<file path="config.mk">
export PLATFORM = sky130hd
export DESIGN_NAME = branch_resolve_predict_flat
export DESIGN_NICKNAME = d
export VERILOG_FILES = /design/src/rtl/branch_resolve_predict_pkg.sv /design/src/rtl/branch_resolve_predict_if.sv /design/src/rtl/branch_resolve_predict_bht_sat_counter.sv /design/src/rtl/branch_resolve_predict.sv /design/src/flat_wrapper.sv
export SDC_FILE = /design/constraint.sdc
export NUM_CORES = 1
export LEC_CHECK = 0
export CAP_MARGIN = 20
export CORE_UTILIZATION = 45
export DETAILED_ROUTE_END_ITERATION = 8
export PLACE_DENSITY = 0.73
export RECOVER_POWER = 25
export SLEW_MARGIN = 30
export SYNTH_ARGS = -nofsm -noshare
export SYNTH_HDL_FRONTEND = slang
export SYNTH_SLANG_ARGS = --single-unit
</file>
<file path="constraint.sdc">
create_clock -name CPU_CLK -period 12.45 [get_ports CPU_CLK]
set_input_delay 3.735 -clock CPU_CLK [delete_from_list [all_inputs] [get_ports CPU_CLK]]
set_output_delay 3.735 -clock CPU_CLK [all_outputs]
set_load 0.02 [all_outputs]
</file>
<file path="src/rtl/branch_resolve_predict_pkg.sv">
// Shared types and constants for the EX branch resolver
// and the IF bimodal predictor.
package branch_resolve_predict_pkg;

  typedef enum logic [2:0] {
    BR_NONE = 3'd0,
    BR_BEQ  = 3'd1,
    BR_BNE  = 3'd2,
    BR_BLT  = 3'd3,
    BR_BLTU = 3'd4,
    BR_BGE  = 3'd5,
    BR_BGEU = 3'd6
  } br_type_e;

  localparam logic [1:0] CTR_WNT = 2'b01;
  localparam logic [1:0] CTR_MAX = 2'b11;
  localparam logic [1:0] CTR_MIN = 2'b00;

  function automatic logic is_cond(
    input logic [2:0] t
  );
    return (t == BR_BEQ)  ||
           (t == BR_BNE)  ||
           (t == BR_BLT)  ||
           (t == BR_BLTU) ||
           (t == BR_BGE)  ||
           (t == BR_BGEU);
  endfunction

endpackage

</file>
<file path="src/rtl/branch_resolve_predict_if.sv">
// Pipeline-side bundle for the branch resolver:
// IF lookup, EX resolve/train, statistics.
interface branch_resolve_predict_if #(
  parameter int XLEN  = 32,
  parameter int CNT_W = 32
);

  logic [31:0]      PCF;
  logic             PredTakenF;
  logic [2:0]       BranchTypeE;
  logic [XLEN-1:0]  Operand1;
  logic [XLEN-1:0]  Operand2;
  logic [31:0]      PCE;
  logic             PredTakenE;
  logic             BrValidE;
  logic             StallE;
  logic             BranchE;
  logic             MispredictE;
  logic [CNT_W-1:0] BrCount;
  logic [CNT_W-1:0] MissCount;

  modport master (
    output PCF,
    output BranchTypeE,
    output Operand1,
    output Operand2,
    output PCE,
    output PredTakenE,
    output BrValidE,
    output StallE,
    input  PredTakenF,
    input  BranchE,
    input  MispredictE,
    input  BrCount,
    input  MissCount
  );

  modport slave (
    input  PCF,
    input  BranchTypeE,
    input  Operand1,
    input  Operand2,
    input  PCE,
    input  PredTakenE,
    input  BrValidE,
    input  StallE,
    output PredTakenF,
    output BranchE,
    output MispredictE,
    output BrCount,
    output MissCount
  );

endinterface

</file>
<file path="src/rtl/branch_resolve_predict_bht_sat_counter.sv">
// One 2-bit saturating branch history counter,
// resets to weakly not-taken.
import branch_resolve_predict_pkg::*;

module bht_sat_counter (
  input  logic       clk,
  input  logic       rst_n,
  input  logic       en,
  input  logic       dir,
  output logic [1:0] q
);

  always_ff @(posedge clk or negedge rst_n) begin
    if (!rst_n) begin
      q <= CTR_WNT;
    end else if (en) begin
      if (dir) begin
        if (q != CTR_MAX) q <= q + 2'd1;
      end else begin
        if (q != CTR_MIN) q <= q - 2'd1;
      end
    end
  end

endmodule

</file>
<file path="src/rtl/branch_resolve_predict.sv">
// EX-stage branch resolver with IF-stage bimodal
// predictor table and saturating statistics.
import branch_resolve_predict_pkg::*;

module branch_resolve_predict #(
  parameter int XLEN      = 32,
  parameter int IDX_BITS  = 6,
  parameter int PRED_MODE = 1,
  parameter int CNT_W     = 32
) (
  input logic CPU_CLK,
  input logic CPU_RST,
  branch_resolve_predict_if.slave bp
);

  localparam int DEPTH = 1 << IDX_BITS;
  localparam bit BIMODAL = (PRED_MODE != 0);

  logic                eq;
  logic                lt;
  logic                ltu;
  logic                taken;
  logic                cond;
  logic                miss;
  logic                upd;
  logic                wen;
  logic [IDX_BITS-1:0] ridx;
  logic [IDX_BITS-1:0] widx;
  logic [1:0]          ctr [DEPTH];
  logic [1:0]          rd;
  logic [CNT_W-1:0]    brc;
  logic [CNT_W-1:0]    msc;

  assign eq  = bp.Operand1 == bp.Operand2;
  assign ltu = bp.Operand1 < bp.Operand2;
  assign lt  = $signed(bp.Operand1)
             < $signed(bp.Operand2);

  always_comb begin
    taken = 1'b0;
    unique case (1'b1)
      (bp.BranchTypeE == BR_BEQ):  taken = eq;
      (bp.BranchTypeE == BR_BNE):  taken = ~eq;
      (bp.BranchTypeE == BR_BLT):  taken = lt;
      (bp.BranchTypeE == BR_BGE):  taken = ~lt;
      (bp.BranchTypeE == BR_BLTU): taken = ltu;
      (bp.BranchTypeE == BR_BGEU): taken = ~ltu;
      default:                     taken = 1'b0;
    endcase
  end

  assign cond = is_cond(bp.BranchTypeE);
  assign miss = bp.BrValidE & cond
              & (taken != bp.PredTakenE);
  assign upd  = bp.BrValidE & ~bp.StallE & cond;
  assign wen  = upd & BIMODAL;

  assign bp.BranchE     = taken;
  assign bp.MispredictE = miss;

  assign ridx = bp.PCF[IDX_BITS+1:2];
  assign widx = bp.PCE[IDX_BITS+1:2];

  for (genvar i = 0; i < DEPTH; i++) begin : g_bht
    logic en;
    assign en = wen & (widx == IDX_BITS'(i));
    bht_sat_counter u_ctr (
      .clk   (CPU_CLK),
      .rst_n (CPU_RST),
      .en    (en),
      .dir   (taken),
      .q     (ctr[i])
    );
  end

  // Registered table read only; a same-index write shows next cycle
  assign rd = ctr[ridx];
  assign bp.PredTakenF = BIMODAL & rd[1];

  always_ff @(posedge CPU_CLK or negedge CPU_RST) begin
    if (!CPU_RST) begin
      brc <= '0;
      msc <= '0;
    end else if (upd) begin
      if (brc != '1) brc <= brc + 1'b1;
      if (miss && (msc != '1)) msc <= msc + 1'b1;
    end
  end

  assign bp.BrCount   = brc;
  assign bp.MissCount = msc;

  logic unused_bits;
  assign unused_bits = ^{bp.PCF[31:IDX_BITS+2],
                         bp.PCF[1:0],
                         bp.PCE[31:IDX_BITS+2],
                         bp.PCE[1:0],
                         rd[0]};

endmodule

</file>
<file path="src/flat_wrapper.sv">
// flat-port wrapper written by rule: the top's interface ports become plain ports
module branch_resolve_predict_flat 
#(
  parameter int XLEN      = 32,
  parameter int IDX_BITS  = 6,
  parameter int PRED_MODE = 1,
  parameter int CNT_W     = 32
)
  (CPU_CLK, CPU_RST, bp_PCF, bp_BranchTypeE, bp_Operand1, bp_Operand2, bp_PCE, bp_PredTakenE, bp_BrValidE, bp_StallE, bp_PredTakenF, bp_BranchE, bp_MispredictE, bp_BrCount, bp_MissCount);
  branch_resolve_predict_if #(.XLEN(XLEN), .CNT_W(CNT_W)) bp_i ();
  input logic CPU_CLK;
  input logic CPU_RST;
  input wire logic [$bits(bp_i.PCF)-1:0] bp_PCF;
  input wire logic [$bits(bp_i.BranchTypeE)-1:0] bp_BranchTypeE;
  input wire logic [$bits(bp_i.Operand1)-1:0] bp_Operand1;
  input wire logic [$bits(bp_i.Operand2)-1:0] bp_Operand2;
  input wire logic [$bits(bp_i.PCE)-1:0] bp_PCE;
  input wire logic [$bits(bp_i.PredTakenE)-1:0] bp_PredTakenE;
  input wire logic [$bits(bp_i.BrValidE)-1:0] bp_BrValidE;
  input wire logic [$bits(bp_i.StallE)-1:0] bp_StallE;
  output wire logic [$bits(bp_i.PredTakenF)-1:0] bp_PredTakenF;
  output wire logic [$bits(bp_i.BranchE)-1:0] bp_BranchE;
  output wire logic [$bits(bp_i.MispredictE)-1:0] bp_MispredictE;
  output wire logic [$bits(bp_i.BrCount)-1:0] bp_BrCount;
  output wire logic [$bits(bp_i.MissCount)-1:0] bp_MissCount;
  assign bp_i.PCF = bp_PCF;
  assign bp_i.BranchTypeE = bp_BranchTypeE;
  assign bp_i.Operand1 = bp_Operand1;
  assign bp_i.Operand2 = bp_Operand2;
  assign bp_i.PCE = bp_PCE;
  assign bp_i.PredTakenE = bp_PredTakenE;
  assign bp_i.BrValidE = bp_BrValidE;
  assign bp_i.StallE = bp_StallE;
  assign bp_PredTakenF = bp_i.PredTakenF;
  assign bp_BranchE = bp_i.BranchE;
  assign bp_MispredictE = bp_i.MispredictE;
  assign bp_BrCount = bp_i.BrCount;
  assign bp_MissCount = bp_i.MissCount;
  branch_resolve_predict #(.XLEN(XLEN), .IDX_BITS(IDX_BITS), .PRED_MODE(PRED_MODE), .CNT_W(CNT_W)) u_core (.CPU_CLK(CPU_CLK), .CPU_RST(CPU_RST), .bp(bp_i));
endmodule
</file>
==> results.cfg, run 1 <==
[run_status]
run_status = complete, but fails checks
violations = max-capacitance violations, max-slew violations

[critical_path]
path_max_fanout = 32
timing.rr.start = u_core.bp.MissCount[7]
cp-startpoint = bp_Operand2[7]
crit_path_end_kind = output port
critPathKind = input port to output port
critPathLaunchType = input port
crit_required_ps = 8710
arrival_ps = 7380

[yosys]
ys_types = 49
netlist_area_sq_um = 10900
synth-edff-count = 0
yosysTopAreaCellShare_pct = 29.3
yosys-top-cells-area = dfrtp_1 (29%), dfstp_2 (15%), a21oi_1 (6.6%)
yosysWarnings = 0
syn_avg_cell_area_sq_um = 8.91
synth_ff_type = dfrtp_1
ys_seq_area_share_pct = 44.7
synth_cells = 1227
synth_area_leader_cell = dfrtp_1
synthArstFlopShare_pct = 100
syn_nets = 1397
synth-seq-cells = 192

[clock_tree]
path_clk_slew_ps = 80
numCtsBuffers = 17
post_cts_buffers = 0
cts_tree = done
cts_sinks = 192
clock-root-buffer = clkbuf_16
clockBufferDepth = 2
post_cts_resize_count = 0
htreeDepth = 4
postCtsHoldBufs = 0
clock_latency_ps = 450

[timing]
rsz0062_at_grt = false
max_freq_mhz = 90.0
maxSlewViolCount = 119
hold_viol = 0
max_slew.worst_pin.slew_ps = 3960
setup_viol = 0
setup_tns_ps = 0
post-route-min-period_ps = 11120
post-route-period-util_pct = 89.3
timing.slew.headroom_pct = -164
skew_ps = 13.5

[power]
swShare_pct = 30.7
p_leak_nw = 5.48
worst_ir_drop_vdd_v = 0.0000820
clock_power_share_pct = 36.7
power_frac_comb_pct = 17.0
total_power_mw = 1.51
intPower_mw = 1.05
p_seq_share_pct = 46.2
p_switching_mw = 0.462
power_density_nw_per_um2 = 114

[run]
drv_cap = 2

[die]
std_cell_rows = 56
core_sq_um = 23700
die_h_microns = 158
die_area_sq_um = 24900
io_pins = 203
start_util_pct = 46.2
die_x_microns = 158

[cells_and_area]
final_cell_mix = clkdlybuf4s50_1 (149), a21oi_1 (145), dfrtp_1 (128), o21ai_0 (119), nand2_1 (114)
final_nets = 1522
drive_gt1_share_pct = 10.3
areaGrowthSynthToFinish_pct = 21.1
final_common_cell = clkdlybuf4s50_1
diodes = 0
fillCellCount = 2178

[detailed_routing]
antenna_left = 0
vias = 9633
drt-total-wl_microns = 28200
dr.pass1.iters = 5
drc = 0
avgViaCountPerCell = 5.72
drt-initial-drc-count = 828
avgRoutedWirePerCell_microns = 16.7

[min_path]
min_from = u_core.bp.MissCount[6]
min_path_type = flop to flop

[global_route]
met3_usage_pct = 6.84
grt_pass1_vias = 9338
grt_max_degree = 126
overflow = 0
grtUsageMet2_pct = 38.1
met1_usage_pct = 30.0
busiest_layer = met2
grt_antenna_before_repair = 0
grt_pass1_wl_microns = 45600
grt_usage_pct = 23.5

[placed_design]
numPortBuffers = 150
hpwl_microns = 19600
gp_congestion = 0.846
==> final timing paths <==
| path | end | slack [ps] | cells past startpoint |
|---|---|---|---|
| max in group asynchronous | u_core.bp.MissCount[21] | 3810 | 2 |
| min in group asynchronous | u_core.g_bht[32].u_ctr.q[1] | 3960 | 1 |
| worst min register to register | u_core.bp.MissCount[6] | 500 | 1 |
| worst max register to register | u_core.bp.MissCount[1] | 9120 | 10 |
| worst max-delay path | bp_MispredictE | 1330 | 14 |
| worst min-delay path | u_core.bp.MissCount[6] | 500 | 1 |
==> synth_stat cells, drive strengths merged, types with 23 or more instances <==
master and number:
dfrtp 128, buf 27, inv 99, nand2 114, o211ai 64, o21ai 192
xnor2 29, ha 34, dfstp 64, a21oi 145, xor2 35, nor3 23
nand3 31, nor2 100, clkbuf 26
==> power groups by stage <==
stage               clock, mW  combinational [mW]  sequential (mW)
floorplan                   0               0.135            0.723
global placement            0               0.250            0.708
detailed placement          0               0.256            0.708
CTS                     0.562               0.257            0.698
global route            0.586               0.283            0.703
finish                  0.554               0.257            0.697
==> cells by family after synthesis <==
group           after synthesis  synth area share [%]
compound gates              412                  20.7
xor+xnor                     64                  5.37
fa+ha+maj                    34                  3.89
buf+inv                     152                  5.73
flops                       192                  44.7
mux                          23                  4.53
simple gates                350                  15.1
==> sequential cells by signal, indices dropped and copies added (netlist names) <==
register	cells
u_core.bp.BrCount	32
u_core.bp.MissCount	32
u_core.g_bht.u_ctr.q	128
==> critical path, stage by stage <==
cell,delay (ps)
clkdlybuf4s50_1,460
inv_1,40
ha_1,330
a21oi_1,220
o21ai_0,130
a22oi_1,210
a31oi_1,150
or2_1,260
o311a_1,330
and3_4,320
xnor2_4,170
buf_4,240
nor2_1,140
clkdlybuf4s50_1,620
==> through the flow <==
stage                     setup WS [ps]  util (%)  cells  hold WS, ps  area [sq um]
after floorplan                    2550         -   1227          474         10900
after global placement             1340      53.4   1651          476         12700
after detailed placement           1340      53.5   1651          482         12700
after CTS                          1300      55.9   1683          498         13200
after global routing               1140      55.9   1684          512         13200
final                              1330      55.9   1684          496         13200
==> layout make-up <==
cell class	instances	area, sq um	area share, %
Multi-Input combinational cell	883	5440	41.1
Sequential cell	192	4880	36.9
Timing Repair Buffer	159	1570	11.8
Clock buffer	19	443	3.35
Tap cell	319	399	3.01
Inverter	99	372	2.81
Clock inverter	13	135	1.02
==> layer usage <==
layer / vias up / share of wire [%]
met2: 342 / 47
met5: - / 0
met4: 0 / 2.1
met1: 4666 / 43
li1: 4585 / -
met3: 40 / 8.0
Power figures use the tool's default switching activity.
==> inputs of run 2 (changes only) <==
Settings changed: CORE_MARGIN set to 5.
==> run 2 against run 1 <==
Net effect:
- the flow still finishes with violations (max-capacitance violations, max-slew violations)
- clock skew decreased by 4.5 ps
- cell area about the same
- routed wire length up 0.81%
- setup slack got worse by 230 ps
- maximum frequency down 2.0%
- critical path depth down 2
- count of clock-buffer cells in the layout up 1
- via count fell by 0.27%
- register-to-register slack got worse by 110 ps
- non-clock buffer count fell by 1
- sequential share of layout area about the same
- critical endpoint is now bp_BranchE
- largest power group unchanged
==> results.cfg, run 2 (synthesis results as in run 1) <==
[placed_design]
numPortBuffers = 150
placed_area_sq_um = 12700
gp_congestion = 0.845
hpwl_microns = 19800

[detailed_routing]
avgViaCountPerCell = 5.69
drt-initial-drc-count = 841
drc = 0
vias = 9607
drt-total-wl_microns = 28400
antenna_left = 0
dr.pass1.iters = 5
avgRoutedWirePerCell_microns = 16.8

[die]
die_area_sq_um = 27500
std_cell_rows = 57
core_sq_um = 24100
start_util_pct = 45.4
io_pins = 203
die_h_microns = 166
die_x_microns = 166

[cells_and_area]
largest_reg_flops = 128
stdcell_area_sq_um = 13200
drive_gt1_share_pct = 10.3
final_common_cell = clkdlybuf4s50_1
final_nets = 1521
largest-register = u_core.g_bht.u_ctr.q
diodes = 0
areaGrowthSynthToFinish_pct = 21.1
final_cell_mix = clkdlybuf4s50_1 (148), a21oi_1 (145), dfrtp_1 (128), o21ai_0 (119), nand2_1 (114)

[critical_path]
cp_common_cell = clkdlybuf4s50_1
arrival_ps = 7610
path_cells = clkdlybuf4s50_1 -> inv_1 -> ha_1 -> nor2b_1 -> o211ai_1 -> a2111o_1 -> a31oi_1 -> or2_1 -> o311a_1 -> and3_4 -> buf_12 -> clkdlybuf4s50_1
path_max_fanout = 258
critPathLaunchType = input port
r2r_setup_slack_ps = 9010
crit_path_end_kind = output port
critPathKind = input port to output port
slowest_stage = clkdlybuf4s50_1
crit_family = buffers and inverters
worst-path-buf-inv = 4
crit_required_ps = 8710
max_stage_delay_ps = 760

[global_route]
overflow = 0
grt_pass1_wl_microns = 47200
grt_max_degree = 259
grt_antenna_before_repair = 0
grt_usage_pct = 20.6
grt_pass1_vias = 9327

[clock_tree]
htreeDepth = 4
post_cts_resize_count = 0
postCtsHoldBufs = 0
clock_latency_ps = 440
post_cts_buffers = 0
cts_tree = done
cts_sinks = 192
path_clk_slew_ps = 70
clock-root-buffer = clkbuf_16
numCtsBuffers = 17
clockBufferDepth = 2

[timing]
post-route-min-period_ps = 11340
timing.slew.headroom_pct = -188
skew_ps = 8.97
max_freq_mhz = 88.1
max_slew.worst_pin.slew_ps = 4320
rsz0062_at_grt = false
setup_tns_ps = 0
hold_viol = 0
maxSlewViolCount = 120
post-route-period-util_pct = 91.1
setup_viol = 0

[power]
p_leak_nw = 5.48
power_density_nw_per_um2 = 114
worst_ir_drop_vdd_v = 0.0000966

[min_path]
min_path_type = flop to flop

[run_status]
violations = max-capacitance violations, max-slew violations
run_status = complete, but fails checks

[run]
drv_cap = 2
==> run 2: where the power goes <==
| part | total (mW) | internal [mW] | switching (mW) |
|---|---|---|---|
| registers | 0.697 | 0.673 | 0.0243 |
| logic | 0.255 | 0.0984 | 0.157 |
| clock network | 0.554 | 0.292 | 0.261 |
| total | 1.51 | 1.06 | 0.443 |
==> run 2: path summary, 6_finish.rpt <==
path / cells after the start / endpoint / from
max in group asynchronous: 2 / u_core.bp.BrCount[10] / CPU_RST
hold / removal: 1 / u_core.bp.BrCount[20] / u_core.bp.BrCount[20]
hold reg to reg: 1 / u_core.bp.BrCount[20] / u_core.bp.BrCount[20]
setup reg to reg: 10 / u_core.bp.MissCount[1] / u_core.bp.MissCount[7]
min in group asynchronous: 1 / u_core.g_bht[32].u_ctr.q[1] / CPU_RST
setup / recovery: 12 / bp_BranchE / bp_Operand2[1]
==> run 2: metal layers <==
metal	track usage [%]	up-vias	wire, microns	part of all wire (%)
li1	-	4594	-	-
met2	33.3	361	13200	47
met1	26.6	4610	12100	43
met4	6.53	0	565	2.0
met3	6.38	42	2530	8.9
met5	0	-	0	0
==> run 2: worst register-to-register path: cells and delay by family, from the launching register on <==
family	cells	cell delay (ps)
muxes	1	340
AOI/OAI and AO/OA	1	680
and+or+nand+nor	8	1830
DFF	1	470
==> run 2: area by class of cell <==
class | count | area (sq um)
Clock buffer | 20 | 457
Timing Repair Buffer | 158 | 1560
Sequential cell | 192 | 4880
Inverter | 99 | 372
Multi-Input combinational cell | 883 | 5440
Clock inverter | 12 | 126
Tap cell | 324 | 405
Fill cell | 2207 | 10900
==> run 2: through the flow <==
| step | power, mW | setup slack [ps] | std cells | hold WS (ps) | util, % |
|---|---|---|---|---|---|
| floorplan | 0.858 | 2550 | 1227 | 474 | - |
| global placement | 0.957 | 1280 | 1655 | 478 | 52.5 |
| detailed placement | 0.964 | 1210 | 1655 | 478 | 52.6 |
| CTS | 1.52 | 1210 | 1687 | 494 | 55.0 |
| global route | 1.58 | 900 | 1688 | 516 | 55.0 |
| finish | 1.51 | 1110 | 1688 | 492 | 55.0 |
